### src/rtl/slow_domain_merge_pkg.sv
// Shared types and constants for the slow-domain merge block: source tags,
// output buffer depth and the read-credit rule.
package slow_merge_pkg;

    typedef enum logic {
        SRC_FIFO1 = 1'b0,
        SRC_FIFO2 = 1'b1
    } src_e;

    localparam int         BUF_DEPTH    = 2;
    localparam logic [2:0] CREDIT_LIMIT = 3'd2;

    // Beats buffered plus beats still in flight, net of the one leaving this cycle.
    function automatic logic credit_ok(input logic [1:0] occ, input logic inflight, input logic pop);
        logic [2:0] used;
        used = {1'b0, occ} + {2'b00, inflight} - {2'b00, pop};
        return (used < CREDIT_LIMIT);
    endfunction

endpackage

### src/rtl/slow_domain_merge_if.sv
// Bundle of the two FIFO read ports, the merged output stream and the debug
// counters; master is the merge block, slave is its environment.
interface slow_domain_merge_if #(
    parameter int WIDTH = 8,
    parameter int CNT_W = 16
);
    logic             empty1;
    logic [WIDTH-1:0] dout1;
    logic             rd_en1;
    logic             empty2;
    logic [WIDTH-1:0] dout2;
    logic             rd_en2;
    logic [WIDTH-1:0] out_data;
    logic             out_src;
    logic             out_valid;
    logic             out_ready;
    logic [CNT_W-1:0] cnt1;
    logic [CNT_W-1:0] cnt2;

    modport master (
        input  empty1, dout1, empty2, dout2, out_ready,
        output rd_en1, rd_en2, out_data, out_src, out_valid, cnt1, cnt2
    );

    modport slave (
        output empty1, dout1, empty2, dout2, out_ready,
        input  rd_en1, rd_en2, out_data, out_src, out_valid, cnt1, cnt2
    );
endinterface

### src/rtl/slow_domain_merge_out_buf.sv
// Two-entry output FIFO of {src, data}; the head sits in a register so the
// stream outputs come straight from flops and hold still under backpressure.
module merge_out_buf
    import slow_merge_pkg::*;
#(
    parameter int WIDTH = 8
) (
    input  logic             clk,
    input  logic             rst,
    input  logic             push,
    input  logic             push_src,
    input  logic [WIDTH-1:0] push_data,
    input  logic             pop,
    output logic [1:0]       occ,
    output logic             head_src,
    output logic [WIDTH-1:0] head_data
);
    localparam logic [1:0] OCC_FULL = 2'(BUF_DEPTH);

    logic [WIDTH-1:0] head_data_r, head_data_n_s;
    logic [WIDTH-1:0] tail_data_r, tail_data_n_s;
    logic             head_src_r, head_src_n_s;
    logic             tail_src_r, tail_src_n_s;
    logic [1:0]       occ_r, occ_n_s;

    // Next-state for the two slots and the occupancy.
    always_comb begin
        head_data_n_s = head_data_r;
        head_src_n_s  = head_src_r;
        tail_data_n_s = tail_data_r;
        tail_src_n_s  = tail_src_r;
        occ_n_s       = occ_r;
        case ({push, pop})
            2'b10: begin
                case (occ_r)
                    2'd0: begin
                        head_data_n_s = push_data;
                        head_src_n_s  = push_src;
                        occ_n_s       = 2'd1;
                    end
                    2'd1: begin
                        tail_data_n_s = push_data;
                        tail_src_n_s  = push_src;
                        occ_n_s       = OCC_FULL;
                    end
                    default: occ_n_s = occ_r;
                endcase
            end
            2'b01: begin
                case (occ_r)
                    OCC_FULL: begin
                        head_data_n_s = tail_data_r;
                        head_src_n_s  = tail_src_r;
                        occ_n_s       = 2'd1;
                    end
                    2'd1:    occ_n_s = 2'd0;
                    default: occ_n_s = occ_r;
                endcase
            end
            2'b11: begin
                // Simultaneous push/pop keeps occupancy; an empty buffer just accepts the push.
                case (occ_r)
                    2'd0, 2'd1: begin
                        head_data_n_s = push_data;
                        head_src_n_s  = push_src;
                        occ_n_s       = 2'd1;
                    end
                    OCC_FULL: begin
                        head_data_n_s = tail_data_r;
                        head_src_n_s  = tail_src_r;
                        tail_data_n_s = push_data;
                        tail_src_n_s  = push_src;
                    end
                    default: occ_n_s = occ_r;
                endcase
            end
            default: occ_n_s = occ_r;
        endcase
    end

    // Slot and occupancy registers.
    always_ff @(posedge clk) begin
        if (rst) begin
            head_data_r <= '0;
            head_src_r  <= 1'b0;
            tail_data_r <= '0;
            tail_src_r  <= 1'b0;
            occ_r       <= 2'd0;
        end else begin
            head_data_r <= head_data_n_s;
            head_src_r  <= head_src_n_s;
            tail_data_r <= tail_data_n_s;
            tail_src_r  <= tail_src_n_s;
            occ_r       <= occ_n_s;
        end
    end

    assign occ       = occ_r;
    assign head_src  = head_src_r;
    assign head_data = head_data_r;

endmodule

### src/rtl/slow_domain_merge.sv
// Drains two async-FIFO read ports round-robin into one tagged valid/ready
// stream, with a credit limit covering the FIFOs' one-cycle read latency.
module slow_domain_merge
    import slow_merge_pkg::*;
#(
    parameter int WIDTH = 8,
    parameter int CNT_W = 16
) (
    input  logic                clk_slow,
    input  logic                rst,
    slow_domain_merge_if.master bus
);
    localparam logic [CNT_W-1:0] CNT_ONE = {{(CNT_W-1){1'b0}}, 1'b1};

    logic [1:0]       occ_s;
    logic             head_src_s;
    logic [WIDTH-1:0] head_data_s;
    logic             valid_s;
    logic             pop_s;
    logic [WIDTH-1:0] push_data_s;
    logic             grant1_s, grant2_s, can_read_s, rd1_s, rd2_s;

    logic             inflight_r;
    src_e             inflight_src_r;
    src_e             last_grant_r;
    logic [CNT_W-1:0] cnt1_r, cnt2_r;

    assign valid_s = (occ_s != 2'd0);
    assign pop_s   = valid_s && bus.out_ready;

    // Round-robin arbitration and credit gating; reads are suppressed during reset.
    always_comb begin
        grant1_s = 1'b0;
        grant2_s = 1'b0;
        if (!bus.empty1 && !bus.empty2) begin
            if (last_grant_r == SRC_FIFO1) begin
                grant2_s = 1'b1;
            end else begin
                grant1_s = 1'b1;
            end
        end else if (!bus.empty1) begin
            grant1_s = 1'b1;
        end else if (!bus.empty2) begin
            grant2_s = 1'b1;
        end else begin
            grant1_s = 1'b0;
            grant2_s = 1'b0;
        end
        can_read_s = !rst && credit_ok(occ_s, inflight_r, pop_s);
        rd1_s      = grant1_s && can_read_s;
        rd2_s      = grant2_s && can_read_s;
    end

    // Track the read in flight and the last granted source.
    always_ff @(posedge clk_slow) begin
        if (rst) begin
            inflight_r     <= 1'b0;
            inflight_src_r <= SRC_FIFO1;
            last_grant_r   <= SRC_FIFO2;
        end else begin
            inflight_r     <= rd1_s || rd2_s;
            inflight_src_r <= rd2_s ? SRC_FIFO2 : SRC_FIFO1;
            if (rd1_s) begin
                last_grant_r <= SRC_FIFO1;
            end else if (rd2_s) begin
                last_grant_r <= SRC_FIFO2;
            end
        end
    end

    assign push_data_s = (inflight_src_r == SRC_FIFO2) ? bus.dout2 : bus.dout1;

    merge_out_buf #(.WIDTH(WIDTH)) u_out_buf (
        .clk       (clk_slow),
        .rst       (rst),
        .push      (inflight_r),
        .push_src  (inflight_src_r),
        .push_data (push_data_s),
        .pop       (pop_s),
        .occ       (occ_s),
        .head_src  (head_src_s),
        .head_data (head_data_s)
    );

    // Per-source delivered-beat counters, wrapping naturally.
    always_ff @(posedge clk_slow) begin
        if (rst) begin
            cnt1_r <= '0;
            cnt2_r <= '0;
        end else if (pop_s) begin
            if (head_src_s == SRC_FIFO2) begin
                cnt2_r <= cnt2_r + CNT_ONE;
            end else begin
                cnt1_r <= cnt1_r + CNT_ONE;
            end
        end
    end

    assign bus.rd_en1    = rd1_s;
    assign bus.rd_en2    = rd2_s;
    assign bus.out_data  = head_data_s;
    assign bus.out_src   = head_src_s;
    assign bus.out_valid = valid_s;
    assign bus.cnt1      = cnt1_r;
    assign bus.cnt2      = cnt2_r;

endmodule

### src/flat_wrapper.sv
// flat-port wrapper written by rule: the top's interface ports become plain ports
module slow_domain_merge_flat import slow_merge_pkg::*;
#(
    parameter int WIDTH = 8,
    parameter int CNT_W = 16
)
  (clk_slow, rst, bus_empty1, bus_dout1, bus_empty2, bus_dout2, bus_out_ready, bus_rd_en1, bus_rd_en2, bus_out_data, bus_out_src, bus_out_valid, bus_cnt1, bus_cnt2);
  slow_domain_merge_if #(.WIDTH(WIDTH), .CNT_W(CNT_W)) bus_i ();
  input  logic clk_slow;
  input  logic rst;
  input wire logic [$bits(bus_i.empty1)-1:0] bus_empty1;
  input wire logic [$bits(bus_i.dout1)-1:0] bus_dout1;
  input wire logic [$bits(bus_i.empty2)-1:0] bus_empty2;
  input wire logic [$bits(bus_i.dout2)-1:0] bus_dout2;
  input wire logic [$bits(bus_i.out_ready)-1:0] bus_out_ready;
  output wire logic [$bits(bus_i.rd_en1)-1:0] bus_rd_en1;
  output wire logic [$bits(bus_i.rd_en2)-1:0] bus_rd_en2;
  output wire logic [$bits(bus_i.out_data)-1:0] bus_out_data;
  output wire logic [$bits(bus_i.out_src)-1:0] bus_out_src;
  output wire logic [$bits(bus_i.out_valid)-1:0] bus_out_valid;
  output wire logic [$bits(bus_i.cnt1)-1:0] bus_cnt1;
  output wire logic [$bits(bus_i.cnt2)-1:0] bus_cnt2;
  assign bus_i.empty1 = bus_empty1;
  assign bus_i.dout1 = bus_dout1;
  assign bus_i.empty2 = bus_empty2;
  assign bus_i.dout2 = bus_dout2;
  assign bus_i.out_ready = bus_out_ready;
  assign bus_rd_en1 = bus_i.rd_en1;
  assign bus_rd_en2 = bus_i.rd_en2;
  assign bus_out_data = bus_i.out_data;
  assign bus_out_src = bus_i.out_src;
  assign bus_out_valid = bus_i.out_valid;
  assign bus_cnt1 = bus_i.cnt1;
  assign bus_cnt2 = bus_i.cnt2;
  slow_domain_merge #(.WIDTH(WIDTH), .CNT_W(CNT_W)) u_core (.clk_slow(clk_slow), .rst(rst), .bus(bus_i));
endmodule
### config.mk
export PLATFORM = sky130hd
export DESIGN_NAME = slow_domain_merge_flat
export DESIGN_NICKNAME = d
export VERILOG_FILES = /design/src/rtl/slow_domain_merge_pkg.sv /design/src/rtl/slow_domain_merge_if.sv /design/src/rtl/slow_domain_merge_out_buf.sv /design/src/rtl/slow_domain_merge.sv /design/src/flat_wrapper.sv
export SDC_FILE = /design/constraint.sdc
export NUM_CORES = 1
export LEC_CHECK = 0
export ABC_AREA = 1
export BUFFER_PORTS_ARGS = -buffer_cell sky130_fd_sc_hd__buf_2
export CAP_MARGIN = 20
export CELL_PAD_IN_SITES_DETAIL_PLACEMENT = 1
export CELL_PAD_IN_SITES_GLOBAL_PLACEMENT = 2
export CORE_MARGIN = 2
export CORE_UTILIZATION = 29
export DETAILED_ROUTE_END_ITERATION = 8
export MAX_ROUTING_LAYER = met4
export PLACE_DENSITY_LB_ADDON = 0.1
export SLEW_MARGIN = 10
export SYNTH_ARGS = -nofsm -noshare
export SYNTH_HDL_FRONTEND = slang
export SYNTH_SLANG_ARGS = --single-unit
### constraint.sdc
create_clock -name clk_slow -period 3.6 [get_ports clk_slow]
set_input_delay 0.54 -clock clk_slow [delete_from_list [all_inputs] [get_ports clk_slow]]
set_output_delay 0.54 -clock clk_slow [all_outputs]
set_load 0.005 [all_outputs]
After elaboration in Yosys (flattened, before gate mapping)
Index checks and enable logic that the tools add are counted.

storage, ports and cells
  output and inout port bits = 44
  register bits after elaboration = 55
  logic and storage cells = 78
  input port bits = 21

cells by class
  reduce and logical (&&, ||, !) cells = 20
  $lt $le $gt $ge = 1
  add/subtract/negate cells = 4
  bitwise gates (word level) = 1
  mux-type cells = 29
  equality and inequality tests = 13

operators by type and width
  cell                                                        count
  two-way mux 8 bit                                           5
  adder 16 x 1 -> 16 bit, second input constant               2
  case mux 8 bit (2 select lines)                             2
  case mux 8 bit (3 select lines)                             1
  two-way mux 1 bit                                           14
  != test 2 bit, second input constant                        4
  case mux 2 bit (2 select lines)                             2
  AND reduction 4 bit                                         2
  == test 2 bit, second input constant                        3
  != test 3 bit, second input constant                        2
  case mux 2 bit (3 select lines)                             1
  nonzero test 2 bit                                          3
  logical AND 1 bit                                           5
  == test 2 x 1 -> 1 bit, second input constant               2
  case mux 1 bit (2 select lines)                             2
  AND reduction 2 bit                                         2
  adder 2 x 1 -> 3 bit                                        1
  logical NOT 1 bit                                           3
  less-than comparator 3 x 2 -> 1 bit, second input constant  1
  != test 3 x 2 -> 1 bit, second input constant               1
  case mux 1 bit (3 select lines)                             1
  AND reduction 3 bit                                         1
  nonzero test 3 bit                                          1
  subtractor 3 x 1 -> 3 bit                                   1
  other kinds (6)                                             6

Longest topological paths before layout
  word-level depth = 8
  depth in mapped cells = 14
  mapped depth without buffers = 14

Modules after synthesis
From an unflattened synthesis, not the netlist that was laid out.

unflattened totals
  cell total of the unflattened synthesis = 447
  area total of the unflattened synthesis = 3044.2 sq um

by module, submodules not included
  module             times used  cells each  area each (sq um)  sequential area each (sq um)
  slow_domain_merge  1           279         1945.6             700.7
  merge_out_buf      1           168         1098.6             400.4

Least setup slack after synthesis
Ideal clock, no wire load.

  kind = register to output
  start = register u_core.u_out_buf.occ_r[1] (netlist: u_core.u_out_buf.occ[1])
  end = output port bus_rd_en1
  data required time = 3060 ps
  data arrival time = 2543 ps
  cell stages (with the launch flop) = 13
  slack = 517 ps
  path buffers = 0
  path through = dfxtp_1 -> inv_1 -> ha_1 -> inv_2 -> nand2_2 -> inv_1 -> ha_1 -> or2_2 -> fa_1 -> xnor2_1 -> nand3_1 -> or2_2 -> inv_1

on the way
  word-level cells in the longest chain between the ends = 6
  elaborated cells on any way between the ends = 7
  those cells by class = add/sub: 2; order compare: 1; reduce/logical: 4

ends and longest elaborated chain
  element                              line                             source
  from (decl)                          slow_domain_merge_out_buf.sv:24  logic [1:0] occ_r, occ_n_s;
  from (signal assigned)               slow_domain_merge_out_buf.sv:94  occ_r <= occ_n_s;
  nonzero test 2 bit                   slow_domain_merge.sv:28          assign valid_s = (occ_s != 2'd0);
  via bus_out_valid                    flat_wrapper.sv:20               output wire logic [$bits(bus_i.out_valid)-1:0] bus_out_valid;
  logical AND 1 bit                    slow_domain_merge.sv:29          assign pop_s = valid_s && bus.out_ready;
  subtractor 3 x 1 -> 3 bit            slow_domain_merge_pkg.sv:16      used = {1'b0, occ} + {2'b00, inflight} - {2'b00, pop};
  less-than comparator 3 x 2 -> 1 bit  slow_domain_merge_pkg.sv:17      return (used < CREDIT_LIMIT);
  logical AND 1 bit                    slow_domain_merge.sv:49          can_read_s = !rst && credit_ok(occ_s, inflight_r, pop_s);
  logical AND 1 bit                    slow_domain_merge.sv:50          rd1_s = grant1_s && can_read_s;
  to (decl)                            flat_wrapper.sv:16               output wire logic [$bits(bus_i.rd_en1)-1:0] bus_rd_en1;

The timed path passes the listed nets, and every way through them passes these cells.

Worst setup path after layout
  start = register u_core.u_out_buf.occ_r[1] (netlist: u_core.u_out_buf.occ[1])
  end = output port bus_rd_en1

on the way
  word-level cells in the longest chain between the ends = 6
  elaborated cells on any way between the ends = 7
  those cells by class = add/sub: 2; order compare: 1; reduce/logical: 4

ends and longest elaborated chain
  element                                                       line
  branches (longest 2 deep; another with adder 2 x 1 -> 3 bit)  n/a
  subtractor 3 x 1 -> 3 bit (*)                                 slow_domain_merge_pkg.sv:16
  less-than comparator 3 x 2 -> 1 bit (*)                       slow_domain_merge_pkg.sv:17
  logical AND 1 bit (*)                                         slow_domain_merge.sv:49
  logical AND 1 bit (*)                                         slow_domain_merge.sv:50

Every way passes the cells marked *.

==> impl_metrics.py <==
metrics = {
    "run_status": {
        "outcome": "completed",
    },
    "clocking": {
        "h-tree-depth": 2,
        "cts.sink_count": 55,
        "clk_pin_slew_worst_paths_ns": 0.10,
        "cts_buffers": 5,
        "clk_path_buf_depth": 2,
        "cts_tree": "done",
        "cts_root_buffer": "clkbuf_8",
        "postCtsHoldBufs": 0,
        "insertion_delay_ns": 0.31,
    },
    "finish": {
        "antenna_cells": 0,
        "fillers": 1280,
        "multi_input_area_mm2": 0.00147,
        "regArea_mm2": 0.00111,
        "area_delta_synth_final_pct": 21.5,
        "stdcell_count": 618,
        "fin_nets": 515,
        "fin_area_mm2": 0.00346,
        "post-route-util_pct": 35.9,
        "drive_gt1_share_pct": 22.5,
    },
    "synth": {
        "synth_top_area_share_pct": 38.6,
        "yosysTopAreaCell": "dfxtp_1",
        "synthTopCellsByArea": "dfxtp_1, nand2_1, inv_1",
        "synth_cell_types": 34,
        "yosysSeqAreaShare_pct": 38.6,
        "yosysWarnings": 0,
        "ys_ff_latch": 55,
        "synth_cells": 415,
        "netlist_area_mm2": 0.00285,
        "syn-num-nets": 446,
        "syn_area_per_cell_um2": 6.87,
    },
    "worst_setup_path": {
        "crit_path_end": "bus_rd_en1",
        "cp_slowest_cell": "fa_2",
        "worst_ep_arrival_time_ns": 2.92,
        "crit_path_end_kind": "primary output",
        "rrSetupSlack_ns": 0.90,
        "critPathKind": "reg -> out",
        "startpoint_type": "register",
        "crit_path_start": "u_core.u_out_buf.occ[1]$_SDFFE_PP0P_",
        "r2r_end": "u_core.last_grant_r$_SDFFE_PP1P_",
        "critPathMaxStageDelay_ns": 0.59,
        "cp.depth": 12,
        "cp_max_fo": 8,
        "critPathBufInv": 5,
        "r2r_cells": 12,
        "path_delay_family": "adder cells",
        "cp_cell_sequence": "inv_1 > ha_1 > inv_4 > nand2_4 > inv_2 > ha_1 > or2_2 > fa_2 > nand3_1 > or2_2 > inv_1 > buf_2",
        "crit_required_ns": 3.06,
        "reg2reg_from": "u_core.u_out_buf.occ[1]$_SDFFE_PP0P_",
    },
    "pwr": {
        "p_leak_nw": 1.67,
        "pwr-share-seq_pct": 42.0,
        "ir_drop_uv": 270,
        "clkPwrFrac_pct": 20.2,
        "switching_share_pct": 37.4,
        "p_per_area_mw_per_mm2": 553,
        "p_switching_uw": 716,
        "p_int_mw": 1.20,
        "comb_power_share_pct": 37.9,
    },
    "routing": {
        "wirelength_um": 7410,
        "viasPerCell": 4.54,
        "antenna_left": 0,
        "drt_iter0_markers": 50,
        "via_count": 2805,
        "drc": 0,
        "drt-wirelength-per-cell_um": 12.0,
        "dr.pass1.iters": 4,
    },
    "global_routing": {
        "grt_max_degree": 28,
        "grt_overflow": 0,
        "grt_pass1_wl_um": 12600,
        "antenna_found_initial": 0,
        "grt_usage_pct": 15.2,
        "first_global_vias": 2649,
    },
    "sta": {
        "worst_clock_skew_ns": 0.00495,
        "slew_headroom_pct": 47.8,
        "finalCritPeriodShare_pct": 96.0,
        "finalSetupTns_ns": 0,
        "period_minus_slack_ns": 3.46,
        "final-setup-viol-count": 0,
        "timing.fmax_ghz": 0.289,
        "slew_viol_final": 0,
        "fin_hold_ws_ns": 0.457,
        "max_slew.worst_pin.slew_ns": 0.783,
        "hold_violations": 0,
    },
    "die": {
        "die_y_um": 103,
        "ioPinCount": 65,
        "dieArea_mm2": 0.0106,
        "initial_utilization_pct": 29.6,
        "num_rows": 36,
        "core-area_mm2": 0.00964,
        "die_w_um": 103,
    },
    "hold_path": {
        "hold_class": "reg -> reg",
    },
    "placement": {
        "place_area_mm2": 0.00331,
        "dp_cells": 607,
        "gp_congestion": 0.771,
        "portBuffers": 64,
        "post-dp-hpwl_um": 5600,
    },
    "job": {
        "maxCapViolations": 0,
    },
}
-- metal layers --
| layer | up-vias | GRT usage, % | wire [um] |
|---|---|---|---|
| li1 | 1445 | - | - |
| met1 | 1319 | 20.2 | 3670 |
| met2 | 35 | 24.2 | 3430 |
| met3 | 6 | 2.71 | 231 |
| met4 | 0 | 3.34 | 73 |
| met5 | - | - | 0 |
-- per-stage QoR --
step / setup slack, ns / total power, mW
5_1_grt: -0.00144 / 2.10
6_report: 0.144 / 1.91
3_5_place_dp: 0.183 / 1.51
3_3_place_gp: 0.290 / 1.49
2_1_floorplan: 0.517 / 1.30
4_1_cts: 0.0259 / 1.93
-- layout by cell type, fill, tap and decap left out, drive strengths merged --
cell,count
nand2,93
buf,69
inv,68
nor2,58
dfxtp,55
a21oi,32
o21ai,26
nand3,21
nand4,11
or2,10
o22ai,9
ha,9
clkbuf,7
xor2,4
nor3,4
a31oi,2
xnor2,1
clkinv,1
nor3b,1
o21bai,1
o21a,1
fa,1
clkinvlp,1
-- worst min path at each step --
stage          slack (ns)  depth (start not counted)                                      endpoint                                          from
2_1_floorplan        0.43                          2  u_core.u_out_buf.tail_data_r[1]$_SDFFE_PP0P_  u_core.u_out_buf.tail_data_r[1]$_SDFFE_PP0P_
3_3_place_gp         0.44                          2  u_core.u_out_buf.tail_data_r[6]$_SDFFE_PP0P_  u_core.u_out_buf.tail_data_r[6]$_SDFFE_PP0P_
3_5_place_dp         0.45                          2  u_core.u_out_buf.tail_data_r[4]$_SDFFE_PP0P_  u_core.u_out_buf.tail_data_r[4]$_SDFFE_PP0P_
5_1_grt              0.48                          2      u_core.u_out_buf.tail_src_r$_SDFFE_PP0P_      u_core.u_out_buf.tail_src_r$_SDFFE_PP0P_
4_1_cts              0.46                          2  u_core.u_out_buf.tail_data_r[4]$_SDFFE_PP0P_  u_core.u_out_buf.tail_data_r[4]$_SDFFE_PP0P_
6_report             0.46                          2  u_core.u_out_buf.tail_data_r[3]$_SDFFE_PP0P_  u_core.u_out_buf.tail_data_r[3]$_SDFFE_PP0P_
-- sequential cells by signal (all words and copies together), names as in the netlist --
signal,count
u_core.bus.cnt1,16
u_core.bus.cnt2,16
u_core.u_out_buf.head_data,8
u_core.u_out_buf.tail_data_r,8
u_core.u_out_buf.occ,2
u_core.inflight_r,1
u_core.inflight_src_r,1
u_core.last_grant_r,1
u_core.u_out_buf.head_src,1
u_core.u_out_buf.tail_src_r,1
-- logic make-up after synthesis --
logic type | after synthesis | share of synthesized area (%)
xor+xnor | 5 | 1.54
buf+inv | 76 | 10.5
fa+ha+maj | 10 | 4.66
flops | 55 | 38.6
compound gates | 71 | 13.4
simple gates | 198 | 31.3
-- synth_stat cells --
cell type and count:
o21ai_2 1, a31oi_1 2, inv_2 2, nor2_2 4, nor3b_1 1, inv_1 66
clkinv_1 1, nand2_4 1, xor2_1 4, a21oi_1 31, nand2_1 90, buf_4 1
nor2_1 51, o21a_1 1, o21ai_0 23, a21oi_2 1, nor3_1 4, buf_2 1
nand3_1 19, nand2_2 2, dfxtp_1 55, clkbuf_1 4, buf_6 1, ha_1 9
fa_1 1, nand3_2 2, or2_2 10, nor2_4 3, xnor2_1 1, nand4_1 10
o21bai_1 1, nand4_2 1, o21ai_1 2, o22ai_1 9
-- worst min-delay path, stage by stage (launching register included) --
cell	delay (ns)
dfxtp_1	0.31
inv_1	0.06
a21oi_1	0.05
-- power groups by stage --
| stage | clock network (mW) | logic [mW] | registers, mW |
|---|---|---|---|
| floorplan | 0 | 0.489 | 0.810 |
| global placement | 0 | 0.679 | 0.813 |
| detailed placement | 0 | 0.691 | 0.816 |
| CTS | 0.414 | 0.710 | 0.805 |
| global route | 0.433 | 0.848 | 0.823 |
| finish | 0.386 | 0.725 | 0.803 |
-- cell type report --
type / count / area share, %
Timing Repair Buffer: 69 / 10.3
Inverter: 69 / 7.56
Tap cell: 133 / 4.81
Clock buffer: 7 / 2.78
Multi-Input combinational cell: 284 / 42.3
Sequential cell: 55 / 32.0
Clock inverter: 1 / 0.217
-- what timing repair did --
| action | CTS | global route |
|---|---|---|
| gates cloned | 0 | 0 |
| gates resized for setup | 5 | 3 |
| pin swaps | 0 | 0 |
| buffers inserted | 0 | 3 |
| hold endpoints to repair | 0 | 0 |
| setup endpoints to repair | 2 | 1 |
No activity file was read; power rests on OpenSTA's default activity.
